$ cat src/rtl/multi_literal_match_engine.sv
// Runtime-programmable multi-alternative literal matcher: one shift-chain NFA per alternative,
// fed one payload byte per enabled cycle, with match pulse, first-match offset and hit counter.
module multi_literal_match_engine #(
  parameter int unsigned NUM_ALT = 2,
  parameter int unsigned MAX_LEN = 16,
  parameter int unsigned OFF_W   = 16,
  parameter int unsigned CNT_W   = 8,
  localparam int unsigned AltW   = (NUM_ALT > 1) ? $clog2(NUM_ALT) : 1,
  localparam int unsigned PosW   = (MAX_LEN > 1) ? $clog2(MAX_LEN) : 1,
  localparam int unsigned LenW   = $clog2(MAX_LEN + 1)
) (
  input  logic               clk,
  input  logic               rst_n,
  input  logic               sod,
  input  logic               en,
  input  logic [7:0]         data,
  input  logic               cfg_we,
  input  logic [AltW-1:0]    cfg_alt,
  input  logic [PosW-1:0]    cfg_pos,
  input  logic [7:0]         cfg_char,
  input  logic               cfg_len_we,
  input  logic [LenW-1:0]    cfg_len,
  input  logic               cfg_nocase,
  input  logic               cfg_anchor,
  output logic               out,
  output logic               match_pulse,
  output logic [NUM_ALT-1:0] match_alt,
  output logic [OFF_W-1:0]   match_off,
  output logic [CNT_W-1:0]   match_cnt
);

  logic [NUM_ALT-1:0][MAX_LEN-1:0][7:0] pat_q, pat_d;
  logic [NUM_ALT-1:0][LenW-1:0]         len_q, len_d;
  logic [NUM_ALT-1:0][MAX_LEN-1:0]      s_q, s_d, shift_n;
  logic [NUM_ALT-1:0]                   done_q, done_d, tail, clr;
  logic [OFF_W-1:0]                     off_q, off_d, match_off_q, match_off_d;
  logic [CNT_W-1:0]                     cnt_q, cnt_d;
  logic                                 out_q, out_d;
  logic                                 accept, pulse_d, alt_ok, pos_ok, len_ok;

  function automatic logic [7:0] fold(input logic [7:0] c, input logic nocase);
    if (nocase && c >= 8'h41 && c <= 8'h5A) return c | 8'h20;
    return c;
  endfunction

  assign accept = en & ~sod;
  assign alt_ok = 32'(cfg_alt) < NUM_ALT;
  assign pos_ok = 32'(cfg_pos) < MAX_LEN;
  assign len_ok = 32'(cfg_len) <= MAX_LEN;

  // Pattern and length storage
  always_comb begin
    pat_d = pat_q;
    len_d = len_q;
    clr   = '0;
    if (cfg_we && alt_ok && pos_ok) pat_d[cfg_alt][cfg_pos] = cfg_char;
    if (cfg_len_we && alt_ok && len_ok) begin
      len_d[cfg_alt] = cfg_len;
      clr[cfg_alt]   = 1'b1;
    end
  end

  // NFA advance and completion detect
  always_comb begin
    shift_n = '0;
    tail    = '0;
    done_d  = '0;
    s_d     = s_q;
    for (int a = 0; a < int'(NUM_ALT); a++) begin
      for (int i = 0; i < int'(MAX_LEN); i++) begin
        if (fold(data, cfg_nocase) == fold(pat_q[a][i], cfg_nocase)) begin
          if (i == 0) shift_n[a][i] = ~cfg_anchor | (off_q == '0);
          else        shift_n[a][i] = s_q[a][i-1];
        end
        if (32'(len_q[a]) == i + 1) tail[a] = shift_n[a][i];
      end
      // A length rewrite on the same edge overrides the byte for that alternative
      done_d[a] = accept & (len_q[a] != '0) & tail[a] & ~clr[a];
      if (sod || clr[a]) s_d[a] = '0;
      else if (accept)   s_d[a] = shift_n[a];
    end
  end

  assign pulse_d = |done_d;

  always_comb begin
    off_d       = off_q;
    out_d       = out_q | pulse_d;
    match_off_d = match_off_q;
    cnt_d       = cnt_q;
    if (accept && off_q != '1) off_d = off_q + 1'b1;
    if (pulse_d && !out_q)     match_off_d = off_q;
    if (pulse_d && cnt_q != '1) cnt_d = cnt_q + 1'b1;
    if (sod) begin
      off_d       = '0;
      out_d       = 1'b0;
      match_off_d = '0;
      cnt_d       = '0;
    end
  end

  always_ff @(posedge clk or negedge rst_n) begin
    if (!rst_n) begin
      pat_q       <= '0;
      len_q       <= '0;
      s_q         <= '0;
      done_q      <= '0;
      off_q       <= '0;
      out_q       <= 1'b0;
      match_off_q <= '0;
      cnt_q       <= '0;
    end else begin
      pat_q       <= pat_d;
      len_q       <= len_d;
      s_q         <= s_d;
      done_q      <= done_d;
      off_q       <= off_d;
      out_q       <= out_d;
      match_off_q <= match_off_d;
      cnt_q       <= cnt_d;
    end
  end

  assign out         = out_q;
  assign match_pulse = |done_q;
  assign match_alt   = done_q;
  assign match_off   = match_off_q;
  assign match_cnt   = cnt_q;

endmodule

$ cat config.mk
export PLATFORM = sky130hd
export DESIGN_NAME = multi_literal_match_engine
export DESIGN_NICKNAME = d
export VERILOG_FILES = /design/src/rtl/multi_literal_match_engine.sv
export SDC_FILE = /design/constraint.sdc
export NUM_CORES = 1
export LEC_CHECK = 0
export CORE_ASPECT_RATIO = 0.75
export CORE_MARGIN = 1
export CORE_UTILIZATION = 35
export CTS_CLUSTER_SIZE = 16
export DETAILED_ROUTE_END_ITERATION = 12
export PLACE_DENSITY = 0.6
export SLEW_MARGIN = 30
export SYNTH_ARGS = -nofsm -noshare
export SYNTH_HDL_FRONTEND = slang
export SYNTH_SLANG_ARGS = --single-unit
$ cat constraint.sdc
create_clock -name clk -period 7.6 [get_ports clk]
set_input_delay 0.76 -clock clk [delete_from_list [all_inputs] [get_ports clk]]
set_output_delay 0.76 -clock clk [all_outputs]
set_load 0.02 [all_outputs]
==> summary.md, run 1 <==
| Metric | Value |
|---|---|
| Status | complete, no violations |
| Multi-input gate area | 0.00939 mm2 |
| Combinational share of power | 19.9% |
| Max Clk Rate | 213 MHz |
| Total number of vias | 13200 |
| Postcts setup bufs | 0 |
| Most frequent cells in the layout | 339 x dfrtp_1, 270 x mux2_2, 179 x xnor2_1 |
| TNS Setup | 0 ns |
| Vias in the first global route | 13000 |
| Vias per cell | 5.46 |
| Largest net degree at the start of global routing | 85 |
| Wirelength per Cell | 21.3 um |
| Avg Cell Area, Syn | 11.1 um2 |
| Gr ovfl total | 0 |
| Layout cells sized above 1 | 22.7% |
| Core area | 0.0516 mm2 |
| Crit Path Category | input port to flip-flop |
| DP HPWL | 32200 um |
| Worst-path clk slew | 0.06 ns |
| CP arrival | 5.09 ns |
| Max_slew headroom | 33.6% |
| Tcrit/Tclk final | 61.7% |
| Final WL | 51400 um |
| Pwr Total | 5.29 mW |
| Worst setup EP type | flip-flop |
| Cell variety after synth | 74 |
| PD cells | 255 mW/mm2 |
| Kind of start point of the critical path | input port |
| Final min period | 4.69 ns |
| Post-synth top flop | dfrtp_1 |
| CTS root buf | clkbuf_16 |
| Final net count | 1723 |
| CTS tree | yes |
| CTS resizes | 0 |
| Worst Path Max Fanout | 33 |
| GRT Util Overall | 19.3% |
| Chip Width | 266 um |
| Cells after Synth | 1660 |
| DRT antenna net count | 0 |
| Max-slew violations | 0 |
| Flops & latches, synth | 339 |
| WP data required | 8.01 ns |
| Port bufs | 61 |
| GP Congestion | 0.869 |
| CTS Buffer Depth | 3 |
| Post-synth EDFFs | 0 |
| Pre-antenna DRT Iters | 7 |
| Sequential cell area | 0.00848 mm2 |
| DRC viols | 0 |
| RSZ-0062 raised after global routing | no |
| Row count | 72 |
| Die H | 200 um |
| Die area | 0.0534 mm2 |
| Num CTS Buffers | 36 |
| Static Leak | 8.57 nW |
| Ys async rst share | 100% |
| Syn nets | 1697 |
| Final setup violation count | 0 |
| First-pass GRT wire length | 80100 um |
| Worst Hold Class | input port to async pin |
| Sequential area share after synthesis | 46.2% |
| Num ports | 62 |
| Int Power | 3.73 mW |
| Clk Latency, worst-skew pair | 0.53 ns |
| P_sw | 1.56 mW |
| Area growth syn-to-layout | 13.3% |
| Synth Warn # | 0 |
| Final hold viol count | 0 |
| Synth Cell Area | 0.0183 mm2 |
| Max cap viols | 0 |
| Sequential Power Share | 45.6% |
| Initial antenna violation count | 3 |
| CTS sink count | 339 |
| Initial drt markers | 1203 |
| H-tree depth | 2 |
| Fill count | 4895 |
| Slew @ Worst Pin | 0.996 ns |
| Maximum VDD drop | 0.212 mV |
| Clock Skews | 0.0142 ns |
| Clock power share | 34.5% |
| Initial Utilization | 35.5% |
| Hold buffer count at cts | 0 |
| Switching part of the total | 29.4% |
| Commonest non-fill, non-tap cell in the layout | dfrtp_1 |
-- worst paths after layout --
kind / start / endpoint / slack, ns / depth (start not counted)
setup reg to reg: off_q[0] / match_off[5] / 3.49 / 12
min in group clk: s_q[3] / s_q[3] / 0.49 / 1
hold reg to reg: s_q[3] / s_q[3] / 0.49 / 1
hold / removal: rst_n / match_off[10] / 0.18 / 1
setup / recovery: data[3] / match_off[5] / 2.91 / 14
max in group asynchronous: rst_n / pat_q[189] / 5.85 / 3
-- layer usage --
metal  global-route usage, %  vias to the layer above  wire length, um
li1                        -                     5969                -
met1                    29.1                     6756            25200
met2                    29.3                      372            22700
met3                    2.52                       68             2730
met4                    4.15                        0              799
met5                       0                        -                0
-- area by class of cell --
cell class	count	share of cell area, %
multi-input combinational	1211	45.2
timing repair buffer	84	3.71
clock inverter	10	0.741
clock buffer	50	5.03
sequential	339	40.8
tap	703	4.23
inverter	14	0.253
antenna	2	0.0241
-- metrics by stage --
stage               setup slack [ns]  hold WS [ns]  instances  utilization, %  instance area (um2)
CTS                             2.92         0.190       2411            40.2                20800
floorplan                       3.78         0.438       1660               -                18300
global route                    2.76         0.224       2411            40.2                20800
global placement                2.16         0.473       2349            37.7                19500
finish                          2.91         0.184       2413            40.3                20800
detailed placement              2.39         0.466       2351            37.9                19600
-- flip-flops by register name (all words and copies together), names as in the netlist --
name,count
match_off,16
off_q,16
pat_q,256
len_q,10
out,1
match_cnt,8
match_alt,2
s_q,30
-- worst max-delay path, stage by stage --
cell and delay, ns:
buf_2 0.09, buf_4 0.56, nand2_1 0.19, o221a_4 0.35, nor2_4 0.44, buf_16 0.25
xor2_1 0.08, or3_1 0.33, or4b_2 0.62, o2111ai_1 0.15, o311a_4 0.28, a311oi_4 0.12
nor2_4 0.46, mux2_2 0.39
-- cell usage after synthesis, types with 3 or more instances --
master     instances  area (um2)
or3_1              6        37.5
a32o_1             4        40.0
nand3b_1           6        45.0
nor2b_1           18         113
nor4b_1            3        26.3
inv_1             13        48.8
nor2_1            85         319
mux2_4             3        45.0
nor3_2             3        30.0
mux2_2           270        3040
a211oi_1          21         158
a21oi_1           50         250
o22ai_1            3        18.8
o211ai_1           4        30.0
buf_1              5        18.8
o41ai_1            4        35.0
a22o_1            13         114
ha_1               3        37.5
or4_1              3        22.5
o31ai_1           11        82.6
a21o_1            23         173
nand2b_1          25         156
dfrtp_1          339        8480
nor3b_1            6        45.0
nor3_1            60         300
buf_6              3        33.8
mux2i_1           10         100
a221oi_1           4        35.0
nand4_1           58         363
nand2_1           99         372
and3_1            13        81.3
xor2_1            84         736
a311oi_1           3        26.3
nor4_1            20         125
or2_2              4        25.0
nand3_1           33         165
o21ai_0           26         130
a2bb2oi_1          8        70.1
clkbuf_1          63         236
xnor2_1          179        1570
buf_2             22         110
and2_1             7        43.8
-- kinds of logic (layout without fill, tap and decap cells) --
logic type	count (synthesis)	in the layout	synth area share (%)
and+or+nand+nor	462	462	13.0
DFF	339	339	46.2
muxes	285	285	17.5
xor gates and xnor gates	263	263	12.6
AOI/OAI and AO/OA	198	198	7.71
buffers and inverters	110	158	2.76
adders and majority gates	3	3	0.205
other	0	2	0
-- power by group through the flow --
stage	clock, mW	combinational (mW)	sequential, mW
2_1_floorplan	0	0.836	2.34
6_report	1.82	1.05	2.41
5_1_grt	1.94	1.15	2.45
3_5_place_dp	0	1.05	2.43
4_1_cts	1.87	1.06	2.40
3_3_place_gp	0	1.02	2.42
Power figures use the tool's default switching activity.
==> run 2: changes to the inputs <==
Clock period 7.6 ns to 4.6 ns, I/O delays scaled along.
==> run 2 against run 1 <==
Compared with the run above: sequential power up 66%; hold slack gained 0.27 ns; combinational power is 67% higher; final area up 0.70%; count of clock-buffer cells in the layout is 2 higher.
==> summary.md, run 2 (synthesis gave the netlist of run 1 again) <==
| Metric | Value |
|---|---|
| Status | complete, no violations |
| Final min period | 3.74 ns |
| Multi-input gate area | 0.00939 mm2 (about the same) |
| Kind of start point of the critical path | flip-flop |
| Worst Hold Class | input port to async pin |
| DP HPWL | 32600 um (+1.2%) |
| Clock Skews | 0.0218 ns (+0.00759 ns) |
| Max-slew violations | 0 (unchanged) |
| Area growth syn-to-layout | 14.1% |
| Largest register by flop count | pat_q |
| Clk Latency, worst-skew pair | 0.54 ns (about the same) |
| Final Non-Filler Cells | 2423 (+0.41%) |
| Worst setup EP type | flip-flop |
| Final WL | 52500 um (+2.1%) |
| Max cap viols | 0 (unchanged) |
| Pre-antenna DRT Iters | 6 (-1) |
| Maximum VDD drop | 0.266 mV (+25%) |
| Max FFs per register | 256 (unchanged) |
| Max_slew headroom | 35.4% (+1.8 points) |
| Core area | 0.0516 mm2 (unchanged) |
| First-pass GRT wire length | 82000 um (+2.4%) |
| Final setup violation count | 0 (unchanged) |
| CP arrival | 4.18 ns (-0.91 ns) |
| TNS Setup | 0 ns (unchanged) |
| Vias in the first global route | 13300 (+2.2%) |
| Num ports | 62 (unchanged) |
| Tcrit/Tclk final | 81.4% |
| Total number of vias | 13200 (+0.084%) |
| Dpl cells | 2359 (+0.34%) |
| Vias per cell | 5.44 (-0.33%) |
| Sequential cell area | 0.00848 mm2 (unchanged) |
| Postcts setup bufs | 0 (unchanged) |
| DRT antenna net count | 0 (unchanged) |
| CTS sink count | 339 (unchanged) |
| Commonest non-fill, non-tap cell in the layout | dfrtp_1 |
| GRT Util Overall | 19.8% (+0.46 points) |
| Final core occ | 40.5% (+0.28 points) |
| Pwr Total | 8.74 mW (+65%) |
| Fill count | 4907 (+0.25%) |
| Placed inst area | 0.0197 mm2 (+0.56%) |
| GP Congestion | 0.877 (+0.86%) |
| Final design area excluding fillers | 0.0209 mm2 (+0.70%) |
| Gr ovfl total | 0 (unchanged) |
| Final hold viol count | 0 (unchanged) |
| DRC viols | 0 (unchanged) |
| Final net count | 1733 (+0.58%) |
| R2r endpoint | match_off[7] |
| Port bufs | 61 (unchanged) |
| Initial drt markers | 1047 (-13%) |
| Most frequent cells in the layout | 339 x dfrtp_1, 270 x mux2_2, 179 x xnor2_1 |
| Slew @ Worst Pin | 0.969 ns (-0.0267 ns) |
| Num CTS Buffers | 36 (unchanged) |
| Crit Path Category | flip-flop to flip-flop |
| Worst setup path start | off_q[0] |
| PD cells | 418 mW/mm2 (+64%) |
| Row count | 72 (unchanged) |
| Initial Utilization | 35.5% (unchanged) |
| Die area | 0.0534 mm2 (unchanged) |
| R2R cell count | 13 (+1) |
| WP data required | 5.04 ns (-2.97 ns) |
| Worst R2R Setup Slack | 0.86 ns (-2.63 ns) |
| Layout cells sized above 1 | 23.1% (+0.44 points) |
| Die H | 200 um (unchanged) |
| CTS root buf | clkbuf_16 |
| H-tree depth | 2 (unchanged) |
| Initial antenna violation count | 1 (-2) |
| Largest net degree at the start of global routing | 110 (+29%) |
| Biggest regs | pat_q x256, s_q x30 |
| CTS Buffer Depth | 3 (unchanged) |
| Chip Width | 266 um (unchanged) |
| Static Leak | 8.64 nW (+0.83%) |
| Wirelength per Cell | 21.7 um (+1.7%) |
| Max Clk Rate | 267 MHz |
| Worst-path clk slew | 0.06 ns (about the same) |
| RSZ-0062 raised after global routing | no |
| Worst r2r src | off_q[0] |
| CTS tree | yes |
| Worst Path Max Fanout | 14 (-58%) |
run 2: cell types whose count changed in the layout (fill, tap and decap cells not counted), sizes merged:
cell         delta
diode           -1
clkinvlp        +1
bufinv          -1
clkbuf          +2
dlygate4sd3     +1
buf             +9
clkinv          -1
run 2: metal layers:
metal / up-vias / wire (um) / track usage [%]
met5: - / 0 / 0
met4: 0 / 916 / 4.15
met3: 75 / 2670 / 2.80
met2: 342 / 23700 / 30.4
met1: 6772 / 25200 / 29.5
li1: 5987 / - / -
run 2: where the power goes:
part | internal, mW | switching [mW] | total, mW
combinational | 0.930 | 0.818 | 1.75
sequential | 3.45 | 0.551 | 4.00
clock | 1.78 | 1.22 | 3.00
total | 6.16 | 2.59 | 8.74
run 2: final cells by class:
cell class	instances	area share, %
Clock inverter	9	0.586
Inverter	14	0.251
Clock buffer	52	5.12
Tap cell	703	4.20
Antenna cell	1	0.0120
Multi-Input combinational cell	1211	44.8
Timing Repair Buffer	94	4.44
Sequential cell	339	40.5
run 2: how the worst max path moves through the flow:
stage                               to  cells past startpoint  slack [ns]
after floorplan           match_cnt[3]                     13        1.08
after global placement    match_off[5]                     12        0.47
after detailed placement  match_off[7]                     13        0.45
after CTS                 match_off[7]                     13        0.85
after global routing      match_off[7]                     13        0.66
final                     match_off[7]                     13        0.86
run 2: timing repair:
item,4_1_cts,5_1_grt
resized for setup,0,0
endpoints found under the hold margin,0,46
hold buffers,0,1
run 2: per-stage QoR:
| step | hold WS (ns) | worst slack, ns |
|---|---|---|
| floorplan | 0.164 | 1.08 |
| global placement | 0.469 | 0.474 |
| detailed placement | 0.473 | 0.453 |
| CTS | 0.0425 | 0.852 |
| global route | 0.471 | 0.656 |
| finish | 0.451 | 0.856 |
run 2: critical path: stages, from the launching register on:
cell      delay [ns]
dfrtp_1         0.42
inv_1           0.10
ha_1            0.14
nor4b_1         0.23
a41oi_1         0.31
nor3_1          0.49
nand4_1         0.15
a31o_2          0.24
a221oi_1        0.34
o311a_4         0.33
a311oi_4        0.12
nor2_4          0.33
buf_4           0.23
mux2i_1         0.20
